$ cat config.mk
export PLATFORM = sky130hd
export DESIGN_NAME = spi_slave_dma_tx
export DESIGN_NICKNAME = d
export VERILOG_FILES = /design/src/rtl/spi_slave_dma_tx.sv
export SDC_FILE = /design/constraint.sdc
export NUM_CORES = 2
export LEC_CHECK = 0
export ABC_AREA = 0
export CORE_MARGIN = 5
export CORE_UTILIZATION = 65
export CTS_BUF_LIST = sky130_fd_sc_hd__clkbuf_4 sky130_fd_sc_hd__clkbuf_8
export DETAILED_ROUTE_END_ITERATION = 16
export GPL_ROUTABILITY_DRIVEN = 1
export HOLD_SLACK_MARGIN = 0.05
export PLACE_DENSITY = 0.82
export SETUP_SLACK_MARGIN = 0.5
export SLEW_MARGIN = 20
export SYNTH_ARGS = -nofsm -noshare
export SYNTH_HDL_FRONTEND = slang
export SYNTH_SLANG_ARGS = --single-unit
$ cat constraint.sdc
create_clock -name clk -period 9.4 [get_ports clk]
set_clock_uncertainty 0.05 [all_clocks]
set_input_delay 1.41 -clock clk [delete_from_list [all_inputs] [get_ports clk]]
set_output_delay 1.41 -clock clk [all_outputs]
set_load 0.005 [all_outputs]
$ cat src/rtl/spi_slave_dma_tx.sv
// SPI slave transmitter: prefetches a memory block over a qpimem_arb read port into a
// local FIFO and shifts it out LSB-first on MISO in SPI mode 0.
module spi_slave_dma_tx #(
    parameter int FIFO_WORDS  = 64,
    parameter int BURST_WORDS = 32
) (
    input  logic        clk,
    input  logic        reset,
    input  logic [2:0]  bus_addr,
    input  logic [31:0] bus_wdata,
    output logic [31:0] bus_rdata,
    input  logic        bus_cyc,
    input  logic        bus_we,
    output logic        bus_ack,
    output logic        qpimem_arb_do_read,
    input  logic        qpimem_arb_next_word,
    output logic [31:0] qpimem_arb_addr,
    input  logic [31:0] qpimem_arb_rdata,
    input  logic        SCK,
    input  logic        CS,
    output logic        MISO
);
    localparam int AW = $clog2(FIFO_WORDS);
    localparam int CW = AW + 1;
    localparam int BW = $clog2(BURST_WORDS + 1);

    typedef enum logic [1:0] {F_IDLE, F_BURST, F_DONE} fetch_state_t;
    typedef enum logic [1:0] {T_IDLE, T_ACTIVE, T_DRAIN} tx_state_t;

    logic [31:0]  r_rdata, r_src_addr, r_word_limit, r_words_sent, r_words_fetched, r_fetch_addr;
    logic [31:0]  r_shift;
    logic         r_ack, r_enable, r_underrun, r_fetch_done, r_in_txn, r_do_read, r_miso;
    logic [2:0]   r_cs_sync, r_sck_sync;
    logic [BW-1:0] r_burst_left;
    logic [4:0]   r_bit_cnt;
    fetch_state_t r_fstate;
    tx_state_t    r_tstate;
    logic [31:0]  r_mem [FIFO_WORDS];
    logic [AW-1:0] r_wr_ptr, r_rd_ptr;
    logic [CW-1:0] r_count;

    logic        w_wr, w_arm, w_disable, w_run;
    logic [31:0] w_src_next, w_rdata_mux, w_remain, w_burst_len, w_free, w_sent_next, w_head;
    logic        w_fetch_done_now, w_push, w_pop, w_load, w_word_end, w_limit_hit, w_empty;
    logic        w_cs_fall, w_cs_rise, w_sck_fall;

    assign bus_rdata          = r_rdata;
    assign bus_ack            = r_ack;
    assign qpimem_arb_do_read = r_do_read;
    assign qpimem_arb_addr    = r_fetch_addr;
    assign MISO               = r_miso;

    // Arming and disabling both flush the datapath; in those cycles nothing else advances.
    assign w_wr       = bus_cyc & bus_we;
    assign w_arm      = w_wr & (((bus_addr == 3'd1) & r_enable) | ((bus_addr == 3'd0) & bus_wdata[0] & ~r_enable));
    assign w_disable  = w_wr & (bus_addr == 3'd0) & ~bus_wdata[0] & r_enable;
    assign w_run      = r_enable & ~(w_arm | w_disable);
    assign w_src_next = (w_wr && bus_addr == 3'd1) ? bus_wdata : r_src_addr;

    assign w_cs_fall  = r_cs_sync[2] & ~r_cs_sync[1];
    assign w_cs_rise  = ~r_cs_sync[2] & r_cs_sync[1];
    assign w_sck_fall = r_sck_sync[2] & ~r_sck_sync[1];

    assign w_remain         = r_word_limit - r_words_fetched;
    assign w_burst_len      = (r_word_limit == 32'd0 || w_remain >= 32'(BURST_WORDS)) ? 32'(BURST_WORDS) : w_remain;
    assign w_free           = 32'(FIFO_WORDS - 1) - 32'(r_count);
    assign w_fetch_done_now = (r_word_limit != 32'd0) && (r_words_fetched == r_word_limit);
    assign w_push           = w_run & (r_fstate == F_BURST) & qpimem_arb_next_word;

    assign w_word_end  = w_run & ~w_cs_rise & (r_tstate == T_ACTIVE) & w_sck_fall & (r_bit_cnt == 5'd31);
    assign w_sent_next = r_words_sent + 32'(w_word_end);
    assign w_load      = w_run & ~w_cs_rise & (((r_tstate == T_IDLE) & w_cs_fall) | w_word_end);
    assign w_limit_hit = (r_word_limit != 32'd0) && (w_sent_next == r_word_limit);
    assign w_empty     = (r_count == '0);
    assign w_pop       = w_load & ~w_limit_hit & ~w_empty;
    assign w_head      = r_mem[r_rd_ptr];

    always_comb begin
        w_rdata_mux = 32'd0;
        case (bus_addr)
            3'd0:    w_rdata_mux = {27'd0, r_fetch_done, r_in_txn, r_underrun, ~r_cs_sync[1], r_enable};
            3'd1:    w_rdata_mux = r_src_addr;
            3'd2:    w_rdata_mux = r_words_sent;
            3'd3:    w_rdata_mux = r_word_limit;
            default: w_rdata_mux = 32'd0;
        endcase
    end

    always_ff @(posedge clk) begin
        if (reset) begin
            r_ack        <= 1'b0;
            r_rdata      <= 32'd0;
            r_enable     <= 1'b0;
            r_src_addr   <= 32'd0;
            r_word_limit <= 32'd0;
        end else begin
            r_ack <= bus_cyc & ~r_ack;
            if (bus_cyc) begin
                r_rdata <= w_rdata_mux;
                if (bus_we) begin
                    case (bus_addr)
                        3'd0:    r_enable     <= bus_wdata[0];
                        3'd1:    r_src_addr   <= bus_wdata;
                        3'd3:    r_word_limit <= bus_wdata;
                        default: ;
                    endcase
                end
            end
        end
    end

    // CS idles high so the synchroniser resets to 1 to avoid a phantom falling edge.
    always_ff @(posedge clk) begin
        if (reset) begin
            r_cs_sync  <= 3'b111;
            r_sck_sync <= 3'b000;
        end else begin
            r_cs_sync  <= {r_cs_sync[1:0], CS};
            r_sck_sync <= {r_sck_sync[1:0], SCK};
        end
    end

    always_ff @(posedge clk) begin
        if (reset) begin
            r_fstate        <= F_IDLE;
            r_do_read       <= 1'b0;
            r_fetch_addr    <= 32'd0;
            r_words_fetched <= 32'd0;
            r_fetch_done    <= 1'b0;
            r_burst_left    <= '0;
        end else if (w_arm) begin
            r_fstate        <= F_IDLE;
            r_do_read       <= 1'b0;
            r_fetch_addr    <= w_src_next;
            r_words_fetched <= 32'd0;
            r_fetch_done    <= 1'b0;
        end else if (!w_run) begin
            r_fstate  <= F_IDLE;
            r_do_read <= 1'b0;
        end else begin
            case (r_fstate)
                F_IDLE: begin
                    if (w_fetch_done_now) begin
                        r_fstate     <= F_DONE;
                        r_fetch_done <= 1'b1;
                    end else if (w_free >= w_burst_len) begin
                        r_fstate     <= F_BURST;
                        r_do_read    <= 1'b1;
                        r_burst_left <= w_burst_len[BW-1:0];
                    end
                end
                F_BURST: begin
                    if (qpimem_arb_next_word) begin
                        r_fetch_addr    <= r_fetch_addr + 32'd4;
                        r_words_fetched <= r_words_fetched + 32'd1;
                        r_burst_left    <= r_burst_left - BW'(1);
                        if (r_burst_left == BW'(1)) begin
                            r_do_read <= 1'b0;
                            r_fstate  <= F_IDLE;
                        end
                    end
                end
                default: ;
            endcase
        end
    end

    always_ff @(posedge clk) begin
        if (w_push) r_mem[r_wr_ptr] <= qpimem_arb_rdata;
    end

    always_ff @(posedge clk) begin
        if (reset || !w_run) begin
            r_wr_ptr <= '0;
            r_rd_ptr <= '0;
            r_count  <= '0;
        end else begin
            if (w_push) r_wr_ptr <= r_wr_ptr + AW'(1);
            if (w_pop)  r_rd_ptr <= r_rd_ptr + AW'(1);
            if (w_push && !w_pop)      r_count <= r_count + CW'(1);
            else if (!w_push && w_pop) r_count <= r_count - CW'(1);
        end
    end

    // A word is loaded at CS fall and after every 32nd SCK fall; the limit check uses the post-increment count.
    always_ff @(posedge clk) begin
        if (reset) begin
            r_tstate     <= T_IDLE;
            r_shift      <= 32'd0;
            r_miso       <= 1'b0;
            r_bit_cnt    <= 5'd0;
            r_in_txn     <= 1'b0;
            r_words_sent <= 32'd0;
            r_underrun   <= 1'b0;
        end else if (!w_run) begin
            r_tstate <= T_IDLE;
            r_miso   <= 1'b0;
            r_in_txn <= 1'b0;
            if (w_arm) begin
                r_words_sent <= 32'd0;
                r_underrun   <= 1'b0;
            end
        end else if (w_cs_rise) begin
            r_tstate <= T_IDLE;
            r_miso   <= 1'b0;
            r_in_txn <= 1'b0;
        end else begin
            if (w_word_end) r_words_sent <= w_sent_next;
            if (w_load) begin
                r_bit_cnt <= 5'd0;
                r_in_txn  <= 1'b1;
                if (w_limit_hit) begin
                    r_tstate <= T_DRAIN;
                    r_shift  <= 32'd0;
                    r_miso   <= 1'b0;
                end else if (w_empty) begin
                    r_tstate   <= T_ACTIVE;
                    r_shift    <= 32'd0;
                    r_miso     <= 1'b0;
                    r_underrun <= 1'b1;
                end else begin
                    r_tstate <= T_ACTIVE;
                    r_shift  <= w_head;
                    r_miso   <= w_head[0];
                end
            end else if (r_tstate == T_ACTIVE && w_sck_fall) begin
                r_shift   <= r_shift >> 1;
                r_miso    <= r_shift[1];
                r_bit_cnt <= r_bit_cnt + 5'd1;
            end
        end
    end
endmodule
Word level (Yosys, flattened, before mapping)
Memories as Yosys holds them, arrays and structs flattened. A register that Yosys moved wholly into a read port is not among the register bits.
Index checks and enable logic that the tools add are counted.
W data, S select, Z words.

storage, ports and cells
  register bits = 271
  memory bits (writable) = 2048
  input bits = 74
  memories kept = 1

memory list
  name   depth  bits a word  rd ports  clocked after memory_dff  write ports  RTL line  RTL
  r_mem  64     32           1         1                         1            38        logic [31:0] r_mem [FIFO_WORDS];

operators by class
  add/subtract/negate cells = 11
  order comparisons = 2
  equal/unequal tests = 19
  mux-type cells = 48
  bitwise logic cells = 38
  reduce and logical (&&, ||, !) cells = 38

operators with widths
  operator                 number
  $mux W32                 14
  $pmux W32 S4             1
  $eq A32 B32 Y1           2
  $add A32 B1 Y32          1
  $add A32 B1 Y32 const B  1
  $add A32 B3 Y32 const B  1
  $ge A32 B32 Y1           1
  $ge A32 B6 Y1 const B    1
  $logic_not A32 Y1        1
  $reduce_bool A32 Y1      1
  $sub A32 B32 Y32         1
  $mux W6                  5
  $reduce_and A3 Y1        8
  $and A1 B1 Y1            23
  $mux W1                  16
  $mux W7                  2
  $add A6 B1 Y6 const B    2
  $not A1 Y1               12
  $pmux W6 S2              1
  $reduce_bool A2 Y1       6
  $mux W2                  5
  $mux W5                  2
  $ne A2 B2 Y1 const B     5
  $reduce_and A5 Y1        2
  other kinds (25)         42

Longest topological paths before layout
  depth in word-level cells = 21
  gate-level depth with buffers = 31

Worst setup path after synthesis
No wires, ideal clock.

  kind = input to register
  start = input port bus_addr[1]
  end = register r_count[6]
  arrival time = 6.896 ns
  setup slack = 2.384 ns
  stages on the path = 29
  path buffers = 4
  cells stage by stage = buf_2 nor4bb_1 clkbuf_1 a21boi_1 nand4_1 inv_2 ha_1 ha_1 and3_1 clkbuf_1 nand2_1 nor4b_1 xnor2_1 o2111ai_1 a2111oi_2 nand4_1 and2_1 buf_6 inv_2 ha_1 inv_1 fa_1 a21o_1 a21oi_1 o21bai_1 a21oi_1 xnor2_1 or3_1 a21oi_1

between the ends
  word-level cells in the longest chain between the ends = 21

RTL lines
  item                                                  RTL line  RTL
  start: declaration                                    9         input logic [2:0] bus_addr,
  $logic_not A3 Y1                                      55, 56
  $and A1 B1 Y1 (2 in a row)                            55        assign w_arm = w_wr & (((bus_addr == 3'd1) & r_enable) | ((bus_addr == 3'd0) & bus_wdata[0] & ~r_enable));
  $or A1 B1 Y1                                          55
  $and A1 B1 Y1                                         55
  $or A1 B1 Y1 *                                        57        assign w_run = r_enable & ~(w_arm | w_disable);
  $not A1 Y1 *                                          57
  $and A1 B1 Y1 *                                       57
  $and A1 B1 Y1                                         70, 72
  $and A1 B1 Y1 (3 in a row)                            70        assign w_word_end = w_run & ~w_cs_rise & (r_tstate == T_ACTIVE) & w_sck_fall & (r_bit_cnt == 5'd31);
  $add A32 B1 Y32                                       71        assign w_sent_next = r_words_sent + 32'(w_word_end);
  $eq A32 B32 Y1                                        73        assign w_limit_hit = (r_word_limit != 32'd0) && (w_sent_next == r_word_limit);
  $logic_and A1 B1 Y1                                   73
  $not A1 Y1                                            75        assign w_pop = w_load & ~w_limit_hit & ~w_empty;
  $and A1 B1 Y1 (2 in a row)                            75
  $logic_not A1 Y1                                      180       if (w_push && !w_pop) r_count <= r_count + CW'(1);
  $logic_and A1 B1 Y1                                   180
  $mux W7 / $reduce_bool A2 Y1 (equally long branches)  --
  end signal: assignment                                180
  end signal: assignment                                181       else if (!w_push && w_pop) r_count <= r_count - CW'(1);
  end: declaration                                      40        logic [CW-1:0] r_count;

Mark *: on every way between the ends. The rest lies on a longest branch, timed or not.
A chain may end at the register's enable or synchronous reset.

Worst setup path in the final report
  start = input port bus_we
  end = register r_count[6]

between the ends
  word-level cells in the longest chain between the ends = 20

RTL lines
  item                                                  RTL line  RTL
  start: declaration                                    13        input logic bus_we,
  $and A1 B1 Y1 *                                       54        assign w_wr = bus_cyc & bus_we;
  $and A1 B1 Y1 (3 in a row)                            56        assign w_disable = w_wr & (bus_addr == 3'd0) & ~bus_wdata[0] & r_enable;
  $or A1 B1 Y1 *                                        57
  $not A1 Y1 *                                          57
  $and A1 B1 Y1 *                                       57
  $and A1 B1 Y1                                         70, 72
  $and A1 B1 Y1 (3 in a row)                            70
  $add A32 B1 Y32                                       71
  $eq A32 B32 Y1                                        73
  $logic_and A1 B1 Y1                                   73
  $not A1 Y1                                            75
  $and A1 B1 Y1 (2 in a row)                            75
  $logic_not A1 Y1                                      180
  $logic_and A1 B1 Y1                                   180
  $mux W7 / $reduce_bool A2 Y1 (equally long branches)  --

Marked as above.

==> results_tabular.tex <==
\begin{tabular}{lr}
\hline
Metric & Value \\
\hline
\multicolumn{2}{l}{\textbf{Finish}} \\
\quad Post-route cell area & 105700 sq um \\
\quad Final instance count without filler cells & 7619 \\
\quad Post-layout net count & 5589 \\
\quad Total of fill cells in the finished design & 7750 \\
\quad Syn-to-layout area delta & 12.05\% \\
\quad Fraction of final layout cells sized beyond drive strength 1 & 27.42\% \\
\multicolumn{2}{l}{\textbf{STA}} \\
\quad Period Utilization, post-route & 79.41\% \\
\quad Final TNS setup & 0 ps \\
\quad Worst slew pin tran & 1164 ps \\
\quad Worst hold slack after final layout & 372.5 ps \\
\quad Achievable clock frequency & 0.1340 GHz \\
\quad Fin crit period & 7464 ps \\
\quad Total count of hold-check failures in the final report & 0 \\
\quad Max\_slew headroom & 22.39\% \\
\quad Max-slew violation count & 0 \\
\quad Number of failing setup endpoints in the final timing report & 0 \\
\quad Unrepaired setup endpoints after global routing & false \\
\multicolumn{2}{l}{\textbf{Yosys}} \\
\quad Share of synthesized registers carrying an async set or reset & 0\% \\
\quad Sequential area share after synthesis & 71.06\% \\
\quad Synthesized area & 94310 sq um \\
\quad Synthesis warning total & 0 \\
\quad Synth cell count leaders & sky130\_fd\_sc\_hd\_\_edfxtp\_1, sky130\_fd\_sc\_hd\_\_mux4\_2, sky130\_fd\_sc\_hd\_\_nor2\_1 \\
\quad Post-synthesis share of cell area spent on xor and xnor gates & 0.9499\% \\
\quad Post-synthesis sequential element count & 2324 \\
\quad Cell type with the highest aggregate area in the netlist & sky130\_fd\_sc\_hd\_\_edfxtp\_1 \\
\quad Ranking of synthesized cells by area & sky130\_fd\_sc\_hd\_\_edfxtp\_1, sky130\_fd\_sc\_hd\_\_mux4\_2, sky130\_fd\_sc\_hd\_\_dfxtp\_1, sky130\_fd\_sc\_hd\_\_nor2\_1, sky130\_fd\_sc\_hd\_\_a21oi\_1 \\
\quad Number of instances in the synthesized netlist & 5071 \\
\quad Multiplexer area fraction after synthesis & 16.76\% \\
\quad Synthesized area per cell & 18.60 sq um \\
\quad Most used DFF post-synth & sky130\_fd\_sc\_hd\_\_edfxtp\_1 \\
\quad Most common cell in the netlist & sky130\_fd\_sc\_hd\_\_edfxtp\_1 \\
\quad Compound-gate portion of the synthesized area & 3.780\% \\
\quad Synthesized-area fraction occupied by adder cells & 1.090\% \\
\quad Number of distinct standard cells referenced by the synthesized netlist & 91 \\
\quad Simple-gate area share of the yosys netlist & 4.915\% \\
\quad Number of synthesized flops with an enable pin & 2048 \\
\quad Top cell type's share of synthesized area & 65.21\% \\
\quad Dominant combinational cell family by area after synthesis & multiplexers \\
\multicolumn{2}{l}{\textbf{Global route}} \\
\quad Pin count of the biggest net entering global routing & 138 \\
\quad First-pass GRT wire length & 352.1 mm \\
\quad Aggregate global routing overflow & 0 \\
\quad Total routing usage reported by global routing & 31.88\% \\
\quad Number of antenna violations at the first check in global routing & 17 \\
\quad Vias in the first global route & 52860 \\
\multicolumn{2}{l}{\textbf{Place}} \\
\quad Placed wire-length estimate after detailed placement & 142.4 mm \\
\quad Post-placement cell count & 6960 \\
\quad Post-place instance area & 98350 sq um \\
\quad IO buf count & 140 \\
\quad Final Wtd Congestion & 0.8973 \\
\multicolumn{2}{l}{\textbf{Die}} \\
\quad Initial cell density of the core & 65.57\% \\
\quad Row cnt & 139 \\
\quad Vert. Die Dim & 390.9 microns \\
\quad Core region area & 143800 sq um \\
\quad Top-level port count & 141 \\
\quad Floorplan die area & 152800 sq um \\
\quad Horizontal extent of the die & 390.9 microns \\
\multicolumn{2}{l}{\textbf{CTS}} \\
\quad Buffer cell driving the clock tree root & sky130\_fd\_sc\_hd\_\_clkbuf\_8 \\
\quad Clk sink count & 2324 \\
\quad Clock latency reported for the late side of the worst-skew pair & 1030 ps \\
\quad Post-CTS Setup Inserts & 0 \\
\quad Worst-case clock buffer depth & 4 \\
\quad Number of H-tree branching levels & 5 \\
\quad TritonCTS Buffers & 367 \\
\quad Post-CTS resize count & 0 \\
\quad Hold buffer count at cts & 0 \\
\quad TritonCTS clock tree & built \\
\quad Clock slew at reported path FFs & 50 ps \\
\multicolumn{2}{l}{\textbf{Power}} \\
\quad Static Leak & 33.21 nW \\
\quad Sw Share & 20.46\% \\
\quad Internal power & 15.87 mW \\
\quad Maximum ir drop on the vdd rail & 0.1783 mV \\
\quad Share of total power in sequential cells & 56.3\% \\
\quad P\_sw & 4.083 mW \\
\quad Combinational power share & 1.9\% \\
\quad Cell Pwr Density & 188.8 nW/um\^{}2 \\
\quad Clock network fraction of total power & 41.8\% \\
\multicolumn{2}{l}{\textbf{Routing}} \\
\quad Routed wire length & 242.4 mm \\
\quad Vias after detailed routing & 52650 \\
\quad Number of vias per cell & 6.910 \\
\quad DRC errors left & 0 \\
\quad Average routed wire per standard cell & 31.82 microns \\
\quad Remaining antenna violation count after routing & 0 \\
\quad Initial DRT Pass Iterations & 6 \\
\quad Iteration-0 DRC count of the detailed router & 6867 \\
\multicolumn{2}{l}{\textbf{Critical path}} \\
\quad CP max stage cell & sky130\_fd\_sc\_hd\_\_nor4bb\_1 \\
\quad Required time of the critical path & 10270 ps \\
\quad Worst stage delay on the critical path & 700 ps \\
\quad Critical path data arrival time & 8330 ps \\
\quad Crit path max fanout & 10 \\
\quad Register-to-register path setup slack & 2490 ps \\
\quad Startpoint-to-endpoint class of the critical path & input pin to flop \\
\quad Crit end category & flop \\
\quad Critical path startpoint category & input pin \\
\multicolumn{2}{l}{\textbf{Run}} \\
\quad Count of max-cap constraint violations & 0 \\
\multicolumn{2}{l}{\textbf{Outcome}} \\
\quad Outcome & finished clean \\
\multicolumn{2}{l}{\textbf{Min path}} \\
\quad Hold crit path type & flop to flop \\
\hline
\end{tabular}
## area by class of cell
class | count | area (sq um) | share of cell area (%)
Clock inverter | 132 | 808.3 | 0.7649
Inverter | 62 | 232.7 | 0.2202
Sequential cell | 2324 | 67040 | 63.44
Timing Repair Buffer | 255 | 2317 | 2.193
Antenna cell | 5 | 12.51 | 0.01184
Multi-Input combinational cell | 2424 | 26560 | 25.13
Tap cell | 1903 | 2381 | 2.253
Clock buffer | 514 | 6324 | 5.984
## path summary, 6_finish.rpt
path | from | endpoint | depth (start not counted)
worst min register to register | r_cs_sync[0] | r_cs_sync[1] | 1
worst min-delay path | r_cs_sync[0] | r_cs_sync[1] | 1
worst max register to register | r_tstate[1] | r_count[6] | 24
worst max-delay path | bus_we | r_count[6] | 27
## routing by layer
metal  wire (microns)  GRT usage (%)  vias to the layer above
met5               20              0                        -
met4             8647          11.30                        2
met3            26780          6.851                      556
met2           120200          52.31                     3752
met1            86750          43.36                    26870
li1                 -              -                    21470
## power groups by stage
stage          clock [mW]  combinational [mW]  sequential (mW)
6_report             8.34               0.387             11.2
5_1_grt              8.96               0.412             11.2
4_1_cts              8.43               0.369             11.2
3_5_place_dp            0               0.367             11.5
3_3_place_gp            0               0.353             11.4
2_1_floorplan           0               0.150             11.4
## placed cells by master, fill, tap and decap left out, types with 24 or more instances in the layout
cell / count
sky130_fd_sc_hd__inv_1: 60
sky130_fd_sc_hd__mux2i_1: 26
sky130_fd_sc_hd__edfxtp_1: 2048
sky130_fd_sc_hd__nor2b_1: 43
sky130_fd_sc_hd__buf_4: 111
sky130_fd_sc_hd__clkbuf_4: 120
sky130_fd_sc_hd__nor3_1: 82
sky130_fd_sc_hd__xor2_1: 26
sky130_fd_sc_hd__conb_1: 26
sky130_fd_sc_hd__dfxtp_1: 270
sky130_fd_sc_hd__a21o_1: 24
sky130_fd_sc_hd__or3_1: 29
sky130_fd_sc_hd__nor4_1: 26
sky130_fd_sc_hd__clkinv_1: 67
sky130_fd_sc_hd__mux4_2: 677
sky130_fd_sc_hd__clkinv_2: 50
sky130_fd_sc_hd__mux2_2: 27
sky130_fd_sc_hd__clkdlybuf4s50_1: 106
sky130_fd_sc_hd__a221oi_2: 25
sky130_fd_sc_hd__a22o_1: 39
sky130_fd_sc_hd__xnor2_1: 71
sky130_fd_sc_hd__nand4_1: 52
sky130_fd_sc_hd__o21ai_0: 97
sky130_fd_sc_hd__nor2_1: 243
sky130_fd_sc_hd__a21oi_1: 207
sky130_fd_sc_hd__nor2_4: 64
sky130_fd_sc_hd__nand2_1: 229
sky130_fd_sc_hd__nand3_1: 46
sky130_fd_sc_hd__and3_1: 29
sky130_fd_sc_hd__clkbuf_8: 394
sky130_fd_sc_hd__ha_1: 79
## registers in the layout, summed over array words and instances (netlist names), 6 cells and up, named ones only
signal,flops
r_mem,2048
bus_rdata,32
qpimem_arb_addr,32
r_src_addr,32
r_word_limit,32
r_words_fetched,32
r_words_sent,32
r_shift,31
r_count,7
r_burst_left,6
r_rd_ptr,6
r_wr_ptr,6
## cells by family after synthesis
logic type / Yosys count
DFF: 2324
and+or+nand+nor: 954
muxes: 730
AOI/OAI and AO/OA: 534
buffers and inverters: 348
xor gates and xnor gates: 99
adders and majority gates: 81
other: 1
## per-stage QoR
stage               power (mW)  util (%)  setup WS [ps]
floorplan                11.60         -           2384
global placement         11.80     68.37           1031
detailed placement       11.82     68.38           1102
CTS                      20.03     73.34           2111
global route             20.60     73.47           1608
finish                   19.96     73.47           1936
## critical path, delay by kind of cell
family          cells  cell delay, ps
compound gates      8            1520
xor+xnor            1              80
fa+ha+maj           4            1140
buf+inv             5            1220
simple gates        9            2950
Note: power is estimated with default switching activity, not from simulation.
